### src/rtl/miriscv_uart_pkg.sv
// -----------------------------------------------------------------------------
// miriscv_uart_pkg
// Shared definitions for the MIRISCV UART transmitter.
//   UART_DATA_BITS   : payload bits per frame
//   UART_START_BIT   : line level of the start bit
//   UART_STOP_BIT    : line level of the stop bit (also the idle level)
//   uart_tx_state_e  : transmitter FSM state encoding
// Optional feature macro: MIRISCV_UART_TX_PARITY_EN adds the even-parity state.
// -----------------------------------------------------------------------------
package miriscv_uart_pkg;

   localparam int   UART_DATA_BITS = 8;
   localparam logic UART_START_BIT = 1'b0;
   localparam logic UART_STOP_BIT  = 1'b1;

   // Encodings are fixed so that waveforms and external probes stay stable
   // whether or not the parity state is compiled in.
   typedef enum logic [2:0] {
      ST_IDLE   = 3'd0,
      ST_START  = 3'd1,
      ST_DATA   = 3'd2,
`ifdef MIRISCV_UART_TX_PARITY_EN
      ST_PARITY = 3'd3,
`endif
      ST_STOP   = 3'd4
   } uart_tx_state_e;

   // Even parity: the parity bit makes the total number of ones even.
   function automatic logic uart_even_parity(input logic [UART_DATA_BITS-1:0] data);
      return ^data;
   endfunction

endpackage

### src/rtl/miriscv_uart_tx_fifo.sv
// -----------------------------------------------------------------------------
// miriscv_uart_tx_fifo
// Synchronous single-clock FIFO buffering bytes for the UART transmitter.
// Read data is presented combinationally from the head entry (show-ahead).
//   clk_i   : clock, rising edge
//   rst_i   : synchronous active-high reset, empties the FIFO
//   push_i  : write data_i (ignored when full)
//   data_i  : write data
//   pop_i   : discard head entry (ignored when empty)
//   data_o  : head entry, valid while !empty_o
//   full_o  : no free entry
//   empty_o : no stored entry
// -----------------------------------------------------------------------------
module miriscv_uart_tx_fifo #(
   parameter int DEPTH = 4,
   parameter int WIDTH = 8
) (
   input  logic             clk_i,
   input  logic             rst_i,
   input  logic             push_i,
   input  logic [WIDTH-1:0] data_i,
   input  logic             pop_i,
   output logic [WIDTH-1:0] data_o,
   output logic             full_o,
   output logic             empty_o
);

   localparam int PTR_W = (DEPTH > 2) ? $clog2(DEPTH) : 1;

   logic [WIDTH-1:0] mem [DEPTH];
   logic [PTR_W-1:0] wr_ptr;
   logic [PTR_W-1:0] rd_ptr;
   logic [PTR_W:0]   count;
   logic             do_push;
   logic             do_pop;

   assign full_o  = (count == (PTR_W + 1)'(DEPTH));
   assign empty_o = (count == '0);
   assign do_push = push_i && !full_o;
   assign do_pop  = pop_i && !empty_o;
   assign data_o  = mem[rd_ptr];

   // DEPTH is a power of two, so the pointers wrap by natural overflow.
   always_ff @(posedge clk_i) begin
      // NOTE: sequential state uses non-blocking assignments so every flop
      // samples pre-edge values regardless of statement order.
      if (rst_i) begin
         wr_ptr <= '0;
         rd_ptr <= '0;
         count  <= '0;
      end else begin
         if (do_push) wr_ptr <= wr_ptr + 1'b1;
         if (do_pop)  rd_ptr <= rd_ptr + 1'b1;
         // Simultaneous push and pop leaves the occupancy unchanged.
         case ({do_push, do_pop})
            2'b10:   count <= count + 1'b1;
            2'b01:   count <= count - 1'b1;
            default: count <= count;
         endcase
      end
   end

   // NOTE: storage has no reset; an entry is only read after it was written,
   // and leaving it unreset lets it map onto plain RAM/flops without reset.
   always_ff @(posedge clk_i) begin
      if (do_push) mem[wr_ptr] <= data_i;
   end

endmodule

### src/rtl/miriscv_uart_tx.sv
// -----------------------------------------------------------------------------
// miriscv_uart_tx
// UART transmitter with a small byte FIFO. Frame: start(0), 8 data bits LSB
// first, optional even parity, one stop bit(1). Each bit lasts
// DIV = CLK_FREQ_HZ/BAUDRATE clock cycles. Frames queued in the FIFO are sent
// back-to-back without idle time.
// Configuration macro: MIRISCV_UART_TX_PARITY_EN -> 8E1 (11*DIV cycles/frame);
// undefined (default) -> 8N1 (10*DIV cycles/frame).
//   clk_i   : clock, rising edge
//   rst_i   : synchronous active-high reset; aborts the frame, drops the FIFO
//   data_i  : byte to transmit
//   valid_i : data_i valid; accepted when valid_i && ready_o
//   ready_o : FIFO can accept a byte
//   tx_o    : registered serial line, idle high
//   busy_o  : frame in progress or FIFO non-empty
// -----------------------------------------------------------------------------
module miriscv_uart_tx
   import miriscv_uart_pkg::*;
#(
   parameter int CLK_FREQ_HZ = 100000000,
   parameter int BAUDRATE    = 6250000,
   parameter int FIFO_DEPTH  = 4
) (
   input  logic                      clk_i,
   input  logic                      rst_i,
   input  logic [UART_DATA_BITS-1:0] data_i,
   input  logic                      valid_i,
   output logic                      ready_o,
   output logic                      tx_o,
   output logic                      busy_o
);

   localparam int DIV   = CLK_FREQ_HZ / BAUDRATE;
   localparam int CNT_W = (DIV > 2) ? $clog2(DIV) : 1;

   if (DIV < 2) begin : g_bad_div
      $error("miriscv_uart_tx: CLK_FREQ_HZ/BAUDRATE must be at least 2");
   end
   if ((FIFO_DEPTH < 2) || ((FIFO_DEPTH & (FIFO_DEPTH - 1)) != 0)) begin : g_bad_depth
      $error("miriscv_uart_tx: FIFO_DEPTH must be a power of two and at least 2");
   end

   uart_tx_state_e            state;
   logic [CNT_W-1:0]          baud_cnt;
   logic [2:0]                bit_idx;
   logic [UART_DATA_BITS-1:0] shift_q;
   logic                      tx_q;
`ifdef MIRISCV_UART_TX_PARITY_EN
   logic                      parity_q;
`endif

   logic                      fifo_full;
   logic                      fifo_empty;
   logic [UART_DATA_BITS-1:0] fifo_data;
   logic                      fifo_push;
   logic                      fifo_pop;
   logic                      baud_end;

   // ready_o depends only on the FIFO level (and reset), never on a pop in
   // the same cycle, so the upstream handshake has no path through the FSM.
   assign ready_o   = !fifo_full && !rst_i;
   assign fifo_push = valid_i && ready_o;
   assign baud_end  = (baud_cnt == CNT_W'(DIV - 1));

   // A frame starts from IDLE or straight out of the last stop-bit cycle;
   // the byte always passes through the FIFO first.
   assign fifo_pop  = !fifo_empty &&
                      ((state == ST_IDLE) || ((state == ST_STOP) && baud_end));

   assign tx_o   = tx_q;
   assign busy_o = (state != ST_IDLE) || !fifo_empty;

   miriscv_uart_tx_fifo #(
      .DEPTH (FIFO_DEPTH),
      .WIDTH (UART_DATA_BITS)
   ) u_fifo (
      .clk_i   (clk_i),
      .rst_i   (rst_i),
      .push_i  (fifo_push),
      .data_i  (data_i),
      .pop_i   (fifo_pop),
      .data_o  (fifo_data),
      .full_o  (fifo_full),
      .empty_o (fifo_empty)
   );

   always_ff @(posedge clk_i) begin
      if (rst_i) begin
         state    <= ST_IDLE;
         baud_cnt <= '0;
         bit_idx  <= '0;
         shift_q  <= '0;
         tx_q     <= UART_STOP_BIT;
`ifdef MIRISCV_UART_TX_PARITY_EN
         parity_q <= 1'b0;
`endif
      end else if (fifo_pop) begin
         // Load the next byte and begin its start bit.
         state    <= ST_START;
         baud_cnt <= '0;
         bit_idx  <= '0;
         shift_q  <= fifo_data;
         tx_q     <= UART_START_BIT;
`ifdef MIRISCV_UART_TX_PARITY_EN
         parity_q <= uart_even_parity(fifo_data);
`endif
      end else begin
         baud_cnt <= baud_end ? '0 : baud_cnt + 1'b1;
         case (state)
            ST_IDLE: begin
               baud_cnt <= '0;
               tx_q     <= UART_STOP_BIT;
            end
            ST_START: begin
               if (baud_end) begin
                  state <= ST_DATA;
                  tx_q  <= shift_q[0];
               end
            end
            ST_DATA: begin
               if (baud_end) begin
                  if (bit_idx == 3'(UART_DATA_BITS - 1)) begin
                     bit_idx <= '0;
`ifdef MIRISCV_UART_TX_PARITY_EN
                     state   <= ST_PARITY;
                     tx_q    <= parity_q;
`else
                     state   <= ST_STOP;
                     tx_q    <= UART_STOP_BIT;
`endif
                  end else begin
                     // shift_q[0] is on the line; present the next bit.
                     bit_idx <= bit_idx + 1'b1;
                     shift_q <= {1'b0, shift_q[UART_DATA_BITS-1:1]};
                     tx_q    <= shift_q[1];
                  end
               end
            end
`ifdef MIRISCV_UART_TX_PARITY_EN
            ST_PARITY: begin
               if (baud_end) begin
                  state <= ST_STOP;
                  tx_q  <= UART_STOP_BIT;
               end
            end
`endif
            ST_STOP: begin
               // A non-empty FIFO is handled by the pop branch above.
               if (baud_end) begin
                  state <= ST_IDLE;
                  tx_q  <= UART_STOP_BIT;
               end
            end
            default: begin
               state <= ST_IDLE;
               tx_q  <= UART_STOP_BIT;
            end
         endcase
      end
   end

endmodule

### config.mk
export PLATFORM = sky130hd
export DESIGN_NAME = miriscv_uart_tx
export DESIGN_NICKNAME = d
export VERILOG_FILES = /design/src/rtl/miriscv_uart_pkg.sv /design/src/rtl/miriscv_uart_tx_fifo.sv /design/src/rtl/miriscv_uart_tx.sv
export SDC_FILE = /design/constraint.sdc
export NUM_CORES = 1
export LEC_CHECK = 0
export ABC_AREA = 1
export CAP_MARGIN = 20
export CORE_UTILIZATION = 35
export CTS_CLUSTER_SIZE = 10
export DETAILED_ROUTE_END_ITERATION = 8
export SYNTH_ARGS = -nofsm -noshare
export SYNTH_HDL_FRONTEND = slang
export SYNTH_SLANG_ARGS = --single-unit
### constraint.sdc
create_clock -name clk_i -period 2.4 [get_ports clk_i]
set_input_delay 0.6 -clock clk_i [delete_from_list [all_inputs] [get_ports clk_i]]
set_output_delay 0.6 -clock clk_i [all_outputs]
set_load 0.005 [all_outputs]
==> summary.md, run 1 <==
| Metric | Value |
|---|---|
| Worst path cell trace | nor2_2, nand2_1, or2_2, clkdlybuf4s50_1 |
| Layout cell share with drive strength beyond 1 | 14.56% |
| Critical-path maximum fanout | 5 |
| CTS buffer count | 9 |
| P&R area growth vs syn | 17.92% |
| Mapped Cells | 285 |
| Sequential area share after synthesis | 56.61% |
| WL per Instance | between 10 and 15 um |
| DR iter-0 viols | 55 |
| DIE WIDTH | between 80 and 90 um |
| Pins over their slew limit | 0 |
| DRC | 0 |
| Starting density of the core | between 30% and 40% |
| DP Cell Count | between 300 and 400 |
| Core Region | between 7000 and 8000 sq um |
| Antenna diodes | 0 |
| Syn_nets | between 300 and 400 |
| Final hold violations | 0 |
| Crit path kind | reg2out |
| GRT met2 Usage | ~22% |
| Maximum number of pins on one net before global-route repair | 17 |
| IO buf count | 13 |
| Worst path max stage delay | 0.44 ns |
| # H-tree levels | 3 |
| CTS tree | yes |
| Post-synth ARST share | 0% |
| Status | completed |
| Vias in the first global route | between 1,500 and 2,000 |
| Most used DFF post-synth | edfxtp_1 |
| Routing usage on met3 | under 10% |
| Power per cell area | between 1000 and 1500 nW/um^2 |
| Final setup vio count | 0 |
| Min Hold Slack | between 0.4 and 0.5 ns |
| Grt total ovfl | 0 |
| R2R setup slack | around 0.2 ns |
| Slew @ Worst Pin | between 0.3 and 0.4 ns |
| Period utilization | about 96% |
| Global-route wire length before repair | 8.128 mm |
| VDD IR max | 0.4762 mV |
| Post CTS Setup Buffer Count | 0 |
| Avg Synthesized Cell Area | 9.430 sq um |
| Static leakage | 1.295 nW |
| Clock-pin slew on the worst setup and hold paths | roughly 0.060 ns |
| Row count | 31 |
| Post-layout min period | 2.298 ns |
| Nets | approximately 330 |
| Top-level I/O count | 14 |
| Non-filler cells, final | about 420 |
| Design Area, Final | about 3200 sq um |
| Fmax | 435.2 MHz |
| Final WL | about 4.8 mm |
| Layout Skew | between 0.01 and 0.015 ns |
| Initial DRT Pass Iterations | 4 |
| Vias | roughly 1,900 |
| Power Total | 3.554 mW |
| Antenna violations before repair | 0 |
| Global placer's final weighted congestion | between 0.8 and 0.9 |
| Crit path max-delay cell type | clkdlybuf4s50_1 |
| #FFs+latches synth | 60 |
| Crit path launch type | flip-flop |
| Vias per Instance | ~4.5 |
| MaxCap Viol Count | 0 |
| GR Layer Usage met1 | 17.47% |
| EDFF count, synth | 32 |
| HPWL Detailed | 3.319 mm |
| DP Area | 2949 sq um |
| Crit path arrival time | around 1.7 ns |
| Clock Latency Late Sink | 0.34 ns |
| Critical path required time | between 1.5 and 2 ns |
| Yosys warns | 0 |
| Cell variety after synth | 30 |
| Root Buffer | clkbuf_8 |
| Rel. slew slack | about three quarters |
| Cts hold-fix bufs | 0 |
| # clock sinks | 60 |
| Grt peak-use layer | met2 |
| CP Capture Type | primary output |
| Die Y | between 80 and 90 um |
| Final core utilization | a little over two fifths |
| Die footprint | about 8000 sq um |
| Netlist Area Pre-Place | about 2700 sq um |
| GR Util All Layers | 14.07% |
| RSZ-0062 raised after global routing | false |
| DRT antenna net count | 0 |
| Min-Delay Path Class | reg2reg |
| Cts repair resizes | 0 |
| CTS max path bufs | 2 |
==> synthesized netlist by cell type (2+ instances only) <==
| library cell | number | share of area, % |
|---|---|---|
| o21ai_1 | 4 | 0.74 |
| inv_1 | 23 | 3.2 |
| o21ai_2 | 2 | 0.65 |
| buf_4 | 3 | 0.84 |
| nand3_4 | 2 | 1.3 |
| inv_2 | 3 | 0.42 |
| dfxtp_1 | 28 | 21 |
| nand3_1 | 19 | 3.5 |
| nor2_1 | 41 | 5.7 |
| nand2_1 | 60 | 8.4 |
| buf_2 | 2 | 0.37 |
| edfxtp_1 | 32 | 36 |
| xor2_1 | 3 | 0.98 |
| a21oi_1 | 13 | 2.4 |
| nand2_2 | 5 | 1.2 |
| nand3_2 | 3 | 1.1 |
| o21ai_0 | 22 | 4.1 |
| ha_1 | 8 | 3.7 |
==> kinds of logic (layout without fill, tap and decap cells) <==
kind of cell / after synthesis / after routing / synth area share (%)
AOI/OAI and AO/OA: 43 / 43 / 8.473
xor gates and xnor gates: 3 / 3 / 0.9778
adders and majority gates: 9 / 9 / 4.469
buffers and inverters: 35 / 66 / 6.471
DFF: 60 / 60 / 56.61
and+or+nand+nor: 135 / 135 / 23.00
==> cells in the final DEF (no fill, tap or decap), types with 10 or more instances in the layout <==
master	instances
edfxtp_1	32
nor2_1	40
nand2_1	60
nand3_1	18
buf_4	10
inv_1	23
dfxtp_1	28
a21oi_1	13
clkdlybuf4s50_1	12
o21ai_0	22
==> power breakdown <==
part / switching (mW) / internal, mW
sequential: 0.122 / 1.25
combinational: 0.749 / 0.473
clock: 0.377 / 0.580
==> metrics by stage <==
step	setup TNS, ns	setup slack (ns)
2_1_floorplan	0	0.1489
4_1_cts	0	0.01473
5_1_grt	0	0.007243
6_report	0	0.1021
3_3_place_gp	-0.05780	-0.05780
3_5_place_dp	-0.1109	-0.1109
==> worst paths after layout <==
kind / depth (start not counted) / start / to
worst max-delay path: 4 / state[2]$_SDFFE_PP0P_ / busy_o
worst min-delay path: 1 / baud_cnt[0]$_SDFF_PP0_ / baud_cnt[0]$_SDFF_PP0_
worst max register to register: 11 / baud_cnt[0]$_SDFF_PP0_ / u_fifo.count[2]$_SDFFE_PP0P_
worst min register to register: 1 / baud_cnt[0]$_SDFF_PP0_ / baud_cnt[0]$_SDFF_PP0_
==> critical path: cells and delay by family, from the launching register on <==
kind                   cells  cell delay [ns]
buffers and inverters      1             0.44
DFF                        1             0.38
and+or+nand+nor            3             0.54
==> state kept, by name, summed over array words and instances, names as in the netlist, 2 cells and up, named ones only <==
| signal | count |
|---|---|
| u_fifo.wr_ptr | 2 |
| u_fifo.count | 3 |
| u_fifo.rd_ptr | 2 |
| u_fifo.mem | 32 |
| state | 3 |
| shift_q | 8 |
| baud_cnt | 4 |
| bit_idx | 3 |
==> layer usage <==
| layer | vias to the layer above | wire, um |
|---|---|---|
| met5 | - | 0 |
| met4 | 0 | 61 |
| met3 | 5 | 175 |
| met2 | 25 | 2218 |
| met1 | 856 | 2330 |
| li1 | 988 | - |
==> final cells by class <==
cell class	instances	area (sq um)
Multi-Input combinational cell	190	1002
Timing Repair Buffer	23	207.7
Inverter	27	106.4
Sequential cell	60	1521
Fill cell	708	4161
Tap cell	99	123.9
Clock inverter	5	76.32
Clock buffer	11	131.4
Note: power is estimated with default switching activity, not from simulation.
==> run 2, diff against run 1 <==
Settings changed: CORE_MARGIN from default to 1, CORE_UTILIZATION 35 to 56, PLACE_DENSITY from default to 0.75.
==> run 2 against run 1 <==
Compared with the run above:
- the run now ends with design-rule violations left
- critical path depth shrank 1
- first-iteration DRC count grew to 3.9 times the previous value
- hold slack gained 0.0057 ns
- utilization grew 26 points
- maximum frequency shrank 1.5%
- clock skew shrank 0.0065 ns
- largest cell class unchanged
- largest power group unchanged
- highest routed layer unchanged
==> summary.md, run 2 (same netlist as run 1, synthesis figures left out) <==
| Metric | Value |
|---|---|
| Maximum number of pins on one net before global-route repair | 17 (unchanged) |
| Logic pwr share | 33.8% (-0.6 points) |
| Period utilization | 97.20% (+1.5 points) |
| Post CTS Setup Buffer Count | 0 (unchanged) |
| Layout cell share with drive strength beyond 1 | 15.19% (+0.63 points) |
| R2R setup slack | 0.22 ns (+0.02 ns) |
| DP Area | 2890 sq um (-2.0%) |
| Biggest regs | u_fifo.mem (32), shift_q (8), baud_cnt (4) |
| Worst path max stage delay | 0.52 ns (+0.08 ns) |
| DRC | 1 (+1) |
| Most frequent CP cell | clkdlybuf4s50_1 |
| Register area | 1521 sq um (unchanged) |
| Antenna violations before repair | 0 (unchanged) |
| Status | finished with violations |
| DR iter-0 viols | 217 (+290%) |
| Hold Path Sink | baud_cnt[0]$_SDFF_PP0_ |
| Seq pwr share | 38.9% (+0.2 points) |
| Reg2reg path depth | 11 (unchanged) |
| Rel. slew slack | 72.63% (-1.6 points) |
| Top reg by flops | u_fifo.mem |
| Power Total | 3.610 mW (+1.6%) |
| DRT antenna net count | 0 (unchanged) |
| Power per cell area | 1159 nW/um^2 (+3.4%) |
| CTS buffer count | 9 (unchanged) |
| Vias per Instance | 5.215 (+15%) |
| IO buf count | 13 (unchanged) |
| Crit path arrival time | 1.73 ns (+0.03 ns) |
| Post-layout min period | 2.333 ns (+0.03480 ns) |
| Critical-path maximum fanout | 3 (-2) |
| VDD IR max | 0.7310 mV (+53%) |
| Internal | 2.334 mW (+1.2%) |
| Fmax | 428.7 MHz (-1.5%) |
| Vias in the first global route | 1,808 (+2.8%) |
| CTS max path bufs | 2 (unchanged) |
| DIE WIDTH | 71.28 um (-20%) |
| CP bufs+invs | 2 (+1) |
| Grt total ovfl | 0 (unchanged) |
| CTS tree | yes |
| Pins over their slew limit | 0 (unchanged) |
| Global-route wire length before repair | 8.238 mm (+1.4%) |
| WL per Instance | 13.30 um (+15%) |
| Global placer's final weighted congestion | 0.9016 (+8.7%) |
| RR Startpoint | baud_cnt[0]$_SDFF_PP0_ |
| Initial DRT Pass Iterations | 6 (+2) |
| Slew @ Worst Pin | 0.4100 ns (+0.02410 ns) |
| Crit path kind | in2out |
| CP Capture Type | primary output |
| RSZ-0062 raised after global routing | false |
| Root Buffer | clkbuf_8 |
| # H-tree levels | 3 (unchanged) |
| Worst hold path depth | 1 (unchanged) |
| Multi-input gate area | 999.7 sq um (-0.25%) |
| Final setup vio count | 0 (unchanged) |
| CP delay by family, top | buffers and inverters |
| Antenna diodes | 0 (unchanged) |
| HPWL Detailed | 3.201 mm (-3.6%) |
| Worst path cell trace | clkdlybuf4s50_1, a31oi_1, clkdlybuf4s50_1 |
| P&R area growth vs syn | 15.88% |
| Die footprint | 5080 sq um (-37%) |
| Vias | 1,919 (+2.4%) |
| Critical R2R Capture | u_fifo.count[2]$_SDFFE_PP0P_ |
| Pre-CTS setup slack | -0.04156 ns (+0.06936 ns) |
| Row count | 24 (-23%) |
| Starting density of the core | 60.07% (+23 points) |
| Crit path max-delay cell type | clkdlybuf4s50_1 |
| Final hold violations | 0 (unchanged) |
| Max FFs per register | 32 (unchanged) |
| Layout Skew | 0.007748 ns (-0.006452 ns) |
| Sw frac | 35.35% (+0.23 points) |
| Crit path launch type | primary input |
| Clock-pin slew on the worst setup and hold paths | 0.06 ns (about the same) |
| Fillers | 335 (-53%) |
| Commonest non-fill, non-tap cell in the layout | nand2_1 |
| Top-level I/O count | 14 (unchanged) |
| Die Y | 71.28 um (-20%) |
| GR Util All Layers | 22.04% (+8.0 points) |
| Cts hold-fix bufs | 0 (unchanged) |
| Clock Latency Late Sink | 0.34 ns (about the same) |
| Commonest cells after routing, fill and taps aside | 60 x nand2_1, 40 x nor2_1, 32 x edfxtp_1 |
| Worst Hold Launch | baud_cnt[0]$_SDFF_PP0_ |
| Cts repair resizes | 0 (unchanged) |
| Nets | 331 (unchanged) |
| Core Region | 4474 sq um (-39%) |
| Min Hold Slack | 0.4516 ns (+0.005657 ns) |
| Final worst slack | 0.06727 ns (-0.03480 ns) |
| Static leakage | 1.296 nW (+0.13%) |
| Final WL | 4.895 mm (+2.3%) |
| # clock sinks | 60 (unchanged) |
| Failing checks | design-rule violations |
| Clock Power Share | 27.3% (+0.4 points) |
| Min-Delay Path Class | reg2reg |
| Design Area, Final | 3114 sq um (-1.7%) |
| NetSw | 1.276 mW (+2.2%) |
| Critical path required time | 1.80 ns (about the same) |
| MaxCap Viol Count | 0 (unchanged) |
-- run 2: cell type report --
class                      count  area share (%)
clock buffer                  11           4.540
clock inverter                 5           2.411
inverter                      27           3.415
multi-input combinational    190           32.10
sequential                    60           48.85
tap                           52           2.089
timing repair buffer          23           6.589
-- run 2: worst max path at each step --
stage | start | end | depth (start not counted)
finish | rst_i | ready_o | 3
floorplan | rst_i | u_fifo.count[2]$_SDFFE_PP0P_ | 9
detailed placement | rst_i | u_fifo.count[2]$_SDFFE_PP0P_ | 9
global placement | rst_i | u_fifo.count[2]$_SDFFE_PP0P_ | 9
CTS | u_fifo.count[1]$_SDFFE_PP0P_ | busy_o | 4
global route | rst_i | ready_o | 3
-- run 2: per-stage QoR --
| stage | setup TNS [ns] | instances | util [%] |
|---|---|---|---|
| 2_1_floorplan | 0 | 285 | - |
| 3_3_place_gp | 0 | 352 | 64.60 |
| 3_5_place_dp | -0.04156 | 352 | 64.60 |
| 4_1_cts | 0 | 368 | 69.44 |
| 5_1_grt | 0 | 368 | 69.60 |
| 6_report | 0 | 368 | 69.60 |
-- run 2: power by group through the flow --
stage / Combinational [mW] / Sequential [mW] / Clock [mW]
after global routing: 1.40 / 1.43 / 1.04
after CTS: 1.21 / 1.40 / 1.00
after floorplan: 1.01 / 1.36 / 0
after global placement: 1.17 / 1.41 / 0
final: 1.22 / 1.40 / 0.984
after detailed placement: 1.20 / 1.41 / 0
-- run 2: routing by layer --
layer | GRT usage [%] | share of wire [%] | wire (um)
met1 | 28.72 | 45 | 2225
met2 | 32.91 | 47 | 2293
met3 | 7.032 | 5.6 | 272
met4 | 12.00 | 2.1 | 104
met5 | 0 | 0 | 0
==> run 3, diff against run 2 <==
Settings changed: CAP_MARGIN 20 to default, CTS_CLUSTER_SIZE 10 to 14.
==> results of run 3 <==
The final DEF is identical to that of run 2; final timing and power are the same.
